==> src/rtl/program_loader.sv <==
// Framed byte-stream loader: parses SYNC/address/length header, writes payload to program memory,
// verifies an 8-bit additive checksum and releases the CPU from reset on success.
//
// state     | meaning
// ----------+-----------------------------------------------------------
// S_IDLE    | hunting for SYNC_BYTE, other bytes discarded
// S_ADDR_HI | expecting start address high byte
// S_ADDR_LO | expecting start address low byte, loads write pointer
// S_LEN_HI  | expecting payload length high byte
// S_LEN_LO  | expecting length low byte, validates length
// S_DATA    | writing payload bytes, one every two clocks
// S_CHECK   | expecting checksum byte
module program_loader #(
    parameter int          ADDRESS_WIDTH  = 12,
    parameter logic [7:0]  SYNC_BYTE      = 8'hA5,
    parameter int          TIMEOUT_CYCLES = 12000000
) (
    input  logic                     clk,
    input  logic                     reset,
    input  logic [7:0]               rx_data,
    input  logic                     rx_valid,
    output logic                     rx_ready,
    output logic [ADDRESS_WIDTH-1:0] mem_address,
    output logic [7:0]               mem_data_out,
    output logic                     mem_write_enable,
    output logic                     cpu_hold,
    output logic                     load_done,
    output logic                     load_error
);

    localparam int                TW       = $clog2(TIMEOUT_CYCLES + 1);
    localparam logic [TW-1:0]     TMO_LOAD = TW'(TIMEOUT_CYCLES - 1);
    localparam logic [31:0]       MAX_LEN  = 32'd1 << ADDRESS_WIDTH;

    typedef enum logic [2:0] {
        S_IDLE, S_ADDR_HI, S_ADDR_LO, S_LEN_HI, S_LEN_LO, S_DATA, S_CHECK
    } state_t;

    state_t                   state_q, state_d;
    logic [7:0]               addr_hi_q, addr_hi_d;
    logic [7:0]               len_hi_q, len_hi_d;
    logic [ADDRESS_WIDTH-1:0] ptr_q, ptr_d;
    logic [15:0]              remaining_q, remaining_d;
    logic [7:0]               sum_q, sum_d;
    logic [TW-1:0]            timer_q, timer_d;
    logic                     rx_ready_q, rx_ready_d;
    logic [ADDRESS_WIDTH-1:0] mem_address_q, mem_address_d;
    logic [7:0]               mem_data_q, mem_data_d;
    logic                     we_q, we_d;
    logic                     cpu_hold_q, cpu_hold_d;
    logic                     load_done_q, load_done_d;
    logic                     load_error_q, load_error_d;

    logic        accept;
    logic        timed_out;
    logic [15:0] len_full;
    logic [7:0]  chk_sum;

    assign accept    = rx_valid && rx_ready_q;
    assign timed_out = (state_q != S_IDLE) && (timer_q == '0);
    assign len_full  = {len_hi_q, rx_data};
    assign chk_sum   = sum_q + rx_data;

    always_comb begin
        state_d       = state_q;
        addr_hi_d     = addr_hi_q;
        len_hi_d      = len_hi_q;
        ptr_d         = ptr_q;
        remaining_d   = remaining_q;
        sum_d         = sum_q;
        timer_d       = timer_q;
        rx_ready_d    = 1'b1;
        mem_address_d = mem_address_q;
        mem_data_d    = mem_data_q;
        we_d          = 1'b0;
        cpu_hold_d    = cpu_hold_q;
        load_done_d   = load_done_q;
        load_error_d  = load_error_q;

        if (state_q != S_IDLE && timer_q != '0) begin
            timer_d = timer_q - TW'(1);
        end

        // A timeout wins over a byte arriving in the same cycle; that byte is lost.
        if (timed_out) begin
            state_d      = S_IDLE;
            load_error_d = 1'b1;
        end else if (accept) begin
            timer_d = TMO_LOAD;
            case (state_q)
                S_IDLE: begin
                    if (rx_data == SYNC_BYTE) begin
                        state_d      = S_ADDR_HI;
                        load_done_d  = 1'b0;
                        load_error_d = 1'b0;
                        cpu_hold_d   = 1'b1;
                    end
                end
                S_ADDR_HI: begin
                    addr_hi_d = rx_data;
                    state_d   = S_ADDR_LO;
                end
                S_ADDR_LO: begin
                    ptr_d   = ADDRESS_WIDTH'({addr_hi_q, rx_data});
                    state_d = S_LEN_HI;
                end
                S_LEN_HI: begin
                    len_hi_d = rx_data;
                    state_d  = S_LEN_LO;
                end
                S_LEN_LO: begin
                    if (len_full == 16'd0 || {16'd0, len_full} > MAX_LEN) begin
                        state_d      = S_IDLE;
                        load_error_d = 1'b1;
                    end else begin
                        remaining_d = len_full;
                        sum_d       = 8'd0;
                        state_d     = S_DATA;
                    end
                end
                S_DATA: begin
                    we_d          = 1'b1;
                    rx_ready_d    = 1'b0;
                    mem_address_d = ptr_q;
                    mem_data_d    = rx_data;
                    ptr_d         = ptr_q + ADDRESS_WIDTH'(1);
                    sum_d         = chk_sum;
                    remaining_d   = remaining_q - 16'd1;
                    if (remaining_q == 16'd1) begin
                        state_d = S_CHECK;
                    end
                end
                S_CHECK: begin
                    state_d = S_IDLE;
                    if (chk_sum == 8'd0) begin
                        load_done_d = 1'b1;
                        cpu_hold_d  = 1'b0;
                    end else begin
                        load_error_d = 1'b1;
                    end
                end
                default: state_d = S_IDLE;
            endcase
        end
    end

    always_ff @(posedge clk or posedge reset) begin
        if (reset) begin
            state_q       <= S_IDLE;
            addr_hi_q     <= '0;
            len_hi_q      <= '0;
            ptr_q         <= '0;
            remaining_q   <= '0;
            sum_q         <= '0;
            timer_q       <= '0;
            rx_ready_q    <= 1'b1;
            mem_address_q <= '0;
            mem_data_q    <= '0;
            we_q          <= 1'b0;
            cpu_hold_q    <= 1'b1;
            load_done_q   <= 1'b0;
            load_error_q  <= 1'b0;
        end else begin
            state_q       <= state_d;
            addr_hi_q     <= addr_hi_d;
            len_hi_q      <= len_hi_d;
            ptr_q         <= ptr_d;
            remaining_q   <= remaining_d;
            sum_q         <= sum_d;
            timer_q       <= timer_d;
            rx_ready_q    <= rx_ready_d;
            mem_address_q <= mem_address_d;
            mem_data_q    <= mem_data_d;
            we_q          <= we_d;
            cpu_hold_q    <= cpu_hold_d;
            load_done_q   <= load_done_d;
            load_error_q  <= load_error_d;
        end
    end

    assign rx_ready         = rx_ready_q;
    assign mem_address      = mem_address_q;
    assign mem_data_out     = mem_data_q;
    assign mem_write_enable = we_q;
    assign cpu_hold         = cpu_hold_q;
    assign load_done        = load_done_q;
    assign load_error       = load_error_q;

endmodule
==> config.mk <==
export PLATFORM = sky130hd
export DESIGN_NAME = program_loader
export DESIGN_NICKNAME = d
export VERILOG_FILES = /design/src/rtl/program_loader.sv
export SDC_FILE = /design/constraint.sdc
export NUM_CORES = 1
export LEC_CHECK = 0
export ABC_CLOCK_PERIOD_IN_PS = 4600
export CAP_MARGIN = 20
export CORE_MARGIN = 2
export CORE_UTILIZATION = 55
export DETAILED_ROUTE_END_ITERATION = 6
export PLACE_DENSITY = 0.75
export SLEW_MARGIN = 25
export SYNTH_ARGS = -nofsm -noshare
export SYNTH_HDL_FRONTEND = slang
export SYNTH_SLANG_ARGS = --single-unit
==> constraint.sdc <==
create_clock -name clk -period 4.6 [get_ports clk]
set_clock_uncertainty 0.15 [all_clocks]
set_input_delay 0.46 -clock clk [delete_from_list [all_inputs] [get_ports clk]]
set_output_delay 0.46 -clock clk [all_outputs]
set_load 0.01 [all_outputs]
==> results of run 1 <==
## report_power, final
group / internal, W / switching, W / leakage [nW]
combinational: 0.000611 / 0.000671 / 0.995
clock: 0.000257 / 0.000321 / 0.0946
sequential: 0.00118 / 0.000284 / 1.19
total: 0.00205 / 0.00128 / 2.28
## metrics by stage
stage	total power [W]	hold WS (ns)	util (%)	instances	area, um2
final	0.00332	0.335	63.9	698	5910
after global routing	0.00356	0.350	63.9	698	5910
after CTS	0.00333	0.336	63.9	698	5910
after detailed placement	0.00274	0.320	61.7	682	5700
after global placement	0.00267	0.313	61.7	682	5700
after floorplan	0.00230	0.291	-	534	5240
## worst paths after layout
| kind | from | endpoint | slack, ns | depth (start not counted) |
|---|---|---|---|---|
| worst max-delay path | rx_data[0] | remaining_q[12]$_DFFE_PP0P_ | 1.33 | 7 |
| worst min-delay path | remaining_q[15]$_DFFE_PP0P_ | remaining_q[15]$_DFFE_PP0P_ | 0.33 | 1 |
| worst max register to register | timer_q[12]$_DFF_PP0_ | mem_data_out[1]$_DFFE_PP0P_ | 1.47 | 7 |
| worst min register to register | remaining_q[15]$_DFFE_PP0P_ | remaining_q[15]$_DFFE_PP0P_ | 0.33 | 1 |
| max in group asynchronous | reset | mem_data_out[4]$_DFFE_PP0P_ | 3.11 | 3 |
| min in group asynchronous | reset | load_done$_DFFE_PP0P_ | 0.43 | 2 |
## Yosys cell counts (all sizes together), types with 2 or more instances
library cell / n / area, um2
nor3: 24 / 125
o32ai: 3 / 26.3
inv: 10 / 37.5
and3: 6 / 37.5
nor4: 12 / 81.3
buf: 9 / 60.1
a22o: 9 / 78.8
ha: 12 / 150
o21ai: 50 / 250
o211ai: 3 / 22.5
or4: 10 / 78.8
o2bb2ai: 4 / 35.0
and2: 3 / 18.8
o32a: 2 / 20.0
clkbuf: 17 / 63.8
a211oi: 2 / 15.0
nand2b: 5 / 31.3
or3: 11 / 68.8
xnor2: 15 / 131
xor2: 7 / 61.3
nor2: 39 / 149
o31ai: 4 / 35.0
nand2: 45 / 169
o22ai: 6 / 37.5
mux2: 30 / 338
nand4: 6 / 37.5
o311ai: 2 / 17.5
a22oi: 2 / 15.0
nand3: 15 / 75.1
a21oi: 43 / 234
a31oi: 5 / 31.3
dfstp: 2 / 52.6
dfrtp: 98 / 2450
or2: 6 / 37.5
## cell type report
type	instances	area [um2]
clock inverters	6	73.8
inverters	10	42.5
well taps	129	161
clock buffers	10	128
multi-input cells	398	2570
flip-flops and latches	100	2500
fillers	753	3330
repair buffers	45	425
## per-layer routing
| layer | vias up | GRT usage (%) | wire length, um |
|---|---|---|---|
| met3 | 22 | 6.35 | 654 |
| li1 | 2016 | - | - |
| met4 | 0 | 9.46 | 229 |
| met5 | - | 0 | 0 |
| met1 | 2114 | 33.6 | 5330 |
| met2 | 130 | 40.8 | 5980 |
## kinds of logic (layout without fill, tap and decap cells)
family                   Yosys count  count (layout)
AO/OA/AOI/OAI                    143             143
XOR/XNOR                          22              22
adder cells (fa/ha/maj)           13              13
buffers and inverters             36              71
flip-flops                       100             100
multiplexers                      30              30
AND/OR/NAND/NOR                  190             190
## critical path: cells and delay by family
| kind | cells | cell delay [ns] |
|---|---|---|
| simple gates | 2 | 1.16 |
| compound gates | 4 | 1.11 |
| buf+inv | 1 | 0.61 |
## flip-flops by register name (all words and copies together), names as in the netlist
name	count
load_error	1
load_done	1
len_hi_q	8
mem_write_enable	1
rx_ready	1
mem_data_out	8
cpu_hold	1
mem_address	12
timer_q	24
sum_q	8
addr_hi_q	4
state_q	3
remaining_q	16
ptr_q	12
==> results.md, run 1 <==
- Post-Synth Adder-Cell Area: 3.25%
- PortBufs: 35
- TritonCTS clock tree: built
- Startpoint Class: input port
- Die width: a little over 100 um
- DR iter-0 viols: 320
- Crit-path cells: clkdlybuf4s50_1, or4_4, o31a_1, or4_1, a21o_1, a21oi_1, o22ai_1
- Post-Synth XOR/XNOR Area: 3.68%
- Die ar.: about 10,000 um2
- Final Hold Viols: 0
- Worst Path Max Fanout: 23
- Global Route Usage Sum: 25.5%
- Setup TNS: 0 ns
- Post-detail-place hpwl: between 8 and 9 mm
- Initial antenna violation count: 0
- Post-Route WL: 12.2 mm
- Status: finished, final reports clean
- # hold bufs at CTS: 0
- Cell Rows: 35
- Leading cell type in the layout, fill and taps excluded: dfrtp_1
- Compound-cell area share of the yosys netlist: 16.9%
- Number of synthesized flops with an enable pin: 0
- Kind of critical path: in -> reg
- Worst slew pin tran: 0.955 ns
- Final-report setup violation count: 0
- Yosys warning total: 0
- Reg clk slew, reported paths: roughly 0.1 ns
- Global-route wire length before repair: 20.4 mm
- Fmax: 0.306 GHz
- WP data required: 4.68 ns
- Largest family of logic cells by synthesized area: simple AND/OR/NAND/NOR gates
- Post-DR vias/cell: around 6.1
- Post-Syn Instances: 534
- Max cap viols: 0
- Post-CTS Resized: 0
- Post-synthesis mux area share: 6.45%
- Root buf cell: clkbuf_8
- Simple-gate share of the synthesized area: around a fifth
- Number of max-slew violations in the final report: 0
- Layout cells sized above 1: 13.5%
- Largest net degree at the start of global routing: 82
- Clk Latency, worst-skew pair: 0.38 ns
- Final worst slack: 1.33 ns
- 1st-pass router iterations: 5
- Crit-path slowest cell: clkdlybuf4s50_1
- Number of CTS-inserted buffers: 9
- Predominant post-synthesis flop cell: dfrtp_1
- Core area: between 9000 and 10,000 um2
- Final period utilization: 71.2%
- CTS sink count: 100
- Sequential area share after synthesis: 47.8%
- Clock Path Buffers: 2
- Htree depth: 3
- Inserted Diodes: 0
- Post-synthesis register bit count: 100
- Critical path's largest stage delay: 0.61 ns
- HP Class: reg -> reg
- Most frequent cells in the layout: 98 x dfrtp_1, 45 x nand2_1, 40 x o21ai_0, 40 x a21oi_1, 38 x nor2_1
- Routed wire per std cell: 17.5 um
- Chip Height: between 100 and 150 um
- Synthesized cell area: 5240 um2
- Asr flop ratio synth: 100%
- CP endpoint kind: flip-flop
- Min Tclk post-route: around 3.3 ns
- Vias in the first global route: 4,136
- Postcts setup bufs: 0
- Unrepaired setup endpoints after global routing: no
- DRC Markers: 0
- Syn_area_per_cell: 9.81 um2
- DRT antenna net count: 0
- Routability congestion estimate: 0.896
- IO Pins: 36
- Syn nets: about 560
- WP data arrival: 3.35 ns
- Leakage Power: approximately 2.3 nW
- Initial core utilization: 56.7%
- Max-slew headroom: 35.9%
- Pre-CTS setup slack: 0.972 ns
- DR vias: 4,282
- Synth cell types: 63
- Area Overhead vs Synth: 12.8%
- Maximum vdd drop: between 0.0003 and 0.0004 V
- PwrDens: around 560 nW/um2
- Fin nets: 588
- GRT overflow: 0
Power figures use the tool's default switching activity.
==> inputs of run 2 (changes only) <==
--- a/config.mk
+++ b/config.mk
@@ -5,7 +5,7 @@
 export SDC_FILE = /design/constraint.sdc
 export NUM_CORES = 1
 export LEC_CHECK = 0
-export ABC_CLOCK_PERIOD_IN_PS = 4600
+export ABC_CLOCK_PERIOD_IN_PS = 3250
 export CAP_MARGIN = 20
 export CORE_MARGIN = 2
 export CORE_UTILIZATION = 55
==> constraint.sdc (replaced) <==
create_clock -name clk -period 3.25 [get_ports clk]
set_clock_uncertainty 0.15 [all_clocks]
set_input_delay 0.325 -clock clk [delete_from_list [all_inputs] [get_ports clk]]
set_output_delay 0.325 -clock clk [all_outputs]
set_load 0.01 [all_outputs]
==> results.md, run 2 (synthesis results as in run 1) <==
- Cell Rows: 35 (unchanged)
- Number of flip-flops in the largest register: 24 (unchanged)
- Worst path top cell family by delay: simple AND/OR/NAND/NOR gates
- Final Hold Viols: 0 (unchanged)
- Number of CTS-inserted buffers: 9 (unchanged)
- DRC Markers: 0 (unchanged)
- Max-slew headroom: 44.7% (+8.8 points)
- Number of max-slew violations in the final report: 0 (unchanged)
- Initial antenna violation count: 0 (unchanged)
- Sw power: 0.00180 W (+41%)
- Worst slew pin tran: 0.825 ns (-0.129 ns)
- Top reg by flops: timer_q
- Cells on worst reg2reg path: 7 (unchanged)
- Routed wire per std cell: 17.5 um (about the same)
- Clock Path Buffers: 2 (unchanged)
- Overall power: 0.00472 W (+42%)
- Inserted Diodes: 0 (unchanged)
- Post-CTS Resized: 0 (unchanged)
- Crit-path slowest cell: clkdlybuf4s50_1
- Final-report setup violation count: 0 (unchanged)
- Reg-to-Reg End: ptr_q[3]$_DFFE_PP0P_
- Most frequent cells in the layout: 98 x dfrtp_1, 45 x nand2_1, 40 x o21ai_0, 40 x a21oi_1, 38 x nor2_1
- Layout cells sized above 1: 15.8% (+2.2 points)
- Leading cell type in the layout, fill and taps excluded: dfrtp_1
- CP Launch Point: rx_data[0]
- Maximum vdd drop: 0.000420 V (+31%)
- Kind of critical path: in -> reg
- Fin nets: 603 (+2.6%)
- Leakage Power: 2.36 nW (+3.6%)
- IO Pins: 36 (unchanged)
- Clk Latency, worst-skew pair: 0.38 ns (about the same)
- Clock group share of total power: 17.2% (-0.2 points)
- 1st-pass router iterations: 5 (unchanged)
- Routability congestion estimate: 0.894 (-0.25%)
- HP Class: in -> async
- PortBufs: 35 (unchanged)
- Crit-path cells: clkdlybuf4s50_1, buf_4, ha_1, fa_1, a211oi_1, nor2_1, xor2_1, nor4_1, and3_1, o311ai_0
- Root buf cell: clkbuf_8
- Status: finished, final reports clean
- Int Power: 0.00293 W (+43%)
- Critical path's largest stage delay: 0.49 ns (-0.12 ns)
- DR vias: 4,278 (-0.093%)
- Largest net degree at the start of global routing: 45 (-45%)
- Chip Height: 102 um (unchanged)
- Htree depth: 3 (unchanged)
- Global Route Usage Sum: 26.1% (+0.60 points)
- Fmax: 0.341 GHz
- DR iter-0 viols: 286 (-11%)
- Top flop regs: timer_q x24, remaining_q x16
- Post-detail-place hpwl: 8.83 mm (+4.8%)
- # hold bufs at CTS: 0 (unchanged)
- FF-to-FF Start: timer_q[12]$_DFF_PP0_
- PwrDens: 782 nW/um2 (+39%)
- CTS sink count: 100 (unchanged)
- Startpoint Class: input port
- Core area: 9240 um2 (unchanged)
- Gate power share: 39.0% (+0.4 points)
- Sw frac: 38.0% (-0.37 points)
- Vias in the first global route: 4,273 (+3.3%)
- Post-Route WL: 12.4 mm (+2.1%)
- Unrepaired setup endpoints after global routing: no
- Final period utilization: 90.2%
- CP endpoint kind: flip-flop
- CP bufs+invs: 2 (+1)
- Postcts setup bufs: 0 (unchanged)
- Reg power frac: 43.7% (-0.3 points)
- WP data required: 3.33 ns (-1.35 ns)
- Reg clk slew, reported paths: 0.11 ns (about the same)
- Post-DR vias/cell: 6.01 (-2.1%)
- Multi-input logic area: 2570 um2 (unchanged)
- TritonCTS clock tree: built
- Die width: 102 um (unchanged)
- Min Tclk post-route: 2.93 ns
- DRT antenna net count: 0 (unchanged)
- WP data arrival: 3.02 ns (-0.33 ns)
- Worst Path Max Fanout: 7 (-70%)
- Reg2Reg Setup Slack: 0.39 ns (-1.08 ns)
- Fillcell total: 756 (+0.40%)
- Initial core utilization: 56.7% (unchanged)
- Die ar.: 10,300 um2 (unchanged)
- Util after Layout: 65.3% (+1.4 points)
- Global-route wire length before repair: 20.9 mm (+2.6%)
- Area Overhead vs Synth: 15.2%
- GRT overflow: 0 (unchanged)
- Max cap viols: 0 (unchanged)
- Register Area: 2500 um2 (unchanged)
## run 2: cell count changes in the layout (fill, tap and decap cells not counted)
| cell | change |
|---|---|
| clkbuf_1 | -1 |
| buf_4 | +13 |
| clkinv_4 | -1 |
| inv_8 | -1 |
| inv_4 | +1 |
| buf_12 | +2 |
| inv_6 | +1 |
## run 2: worst max path at each step
stage	end	slack, ns	depth (start not counted)
floorplan	addr_hi_q[0]$_DFFE_PP0P_	0.16	1
global placement	load_error$_DFFE_PP0P_	0.08	8
detailed placement	load_error$_DFFE_PP0P_	-0.01	10
CTS	load_error$_DFFE_PP0P_	0.35	10
global route	load_error$_DFFE_PP0P_	0.16	10
finish	load_error$_DFFE_PP0P_	0.32	10
## run 2: power by group through the flow
stage / registers [W] / clock network, W / logic [W]
CTS: 0.00205 / 0.000829 / 0.00184
global route: 0.00213 / 0.000878 / 0.00205
detailed placement: 0.00207 / 0 / 0.00183
floorplan: 0.00199 / 0 / 0.00126
finish: 0.00207 / 0.000815 / 0.00184
global placement: 0.00206 / 0 / 0.00177
## run 2: layout make-up
class | count | share of cell area [%]
Clock buffer | 9 | 2.05
Clock inverter | 6 | 1.18
Inverter | 10 | 0.663
Multi-Input combinational cell | 398 | 42.6
Sequential cell | 100 | 41.5
Tap cell | 129 | 2.67
Timing Repair Buffer | 60 | 9.33
## run 2: layer usage
metal	routed length, um	global-route usage [%]	share of wire, %	up-vias
li1	-	-	-	2054
met1	5810	36.0	47	2098
met2	5860	41.5	47	110
met3	591	5.38	4.7	16
met4	186	8.21	1.5	0
met5	0	0	0	-
## run 2: through the flow
| step | instances | setup TNS (ns) | cell area (um2) | setup WS [ns] | hold slack (ns) |
|---|---|---|---|---|---|
| final | 712 | 0 | 6040 | 0.317 | 0.206 |
| after CTS | 712 | 0 | 6040 | 0.349 | 0.223 |
| after floorplan | 534 | 0 | 5240 | 0.160 | 0.291 |
| after global routing | 712 | 0 | 6040 | 0.162 | 0.262 |
| after global placement | 697 | 0 | 5840 | 0.0825 | 0.311 |
| after detailed placement | 697 | -0.0138 | 5840 | -0.0138 | 0.319 |
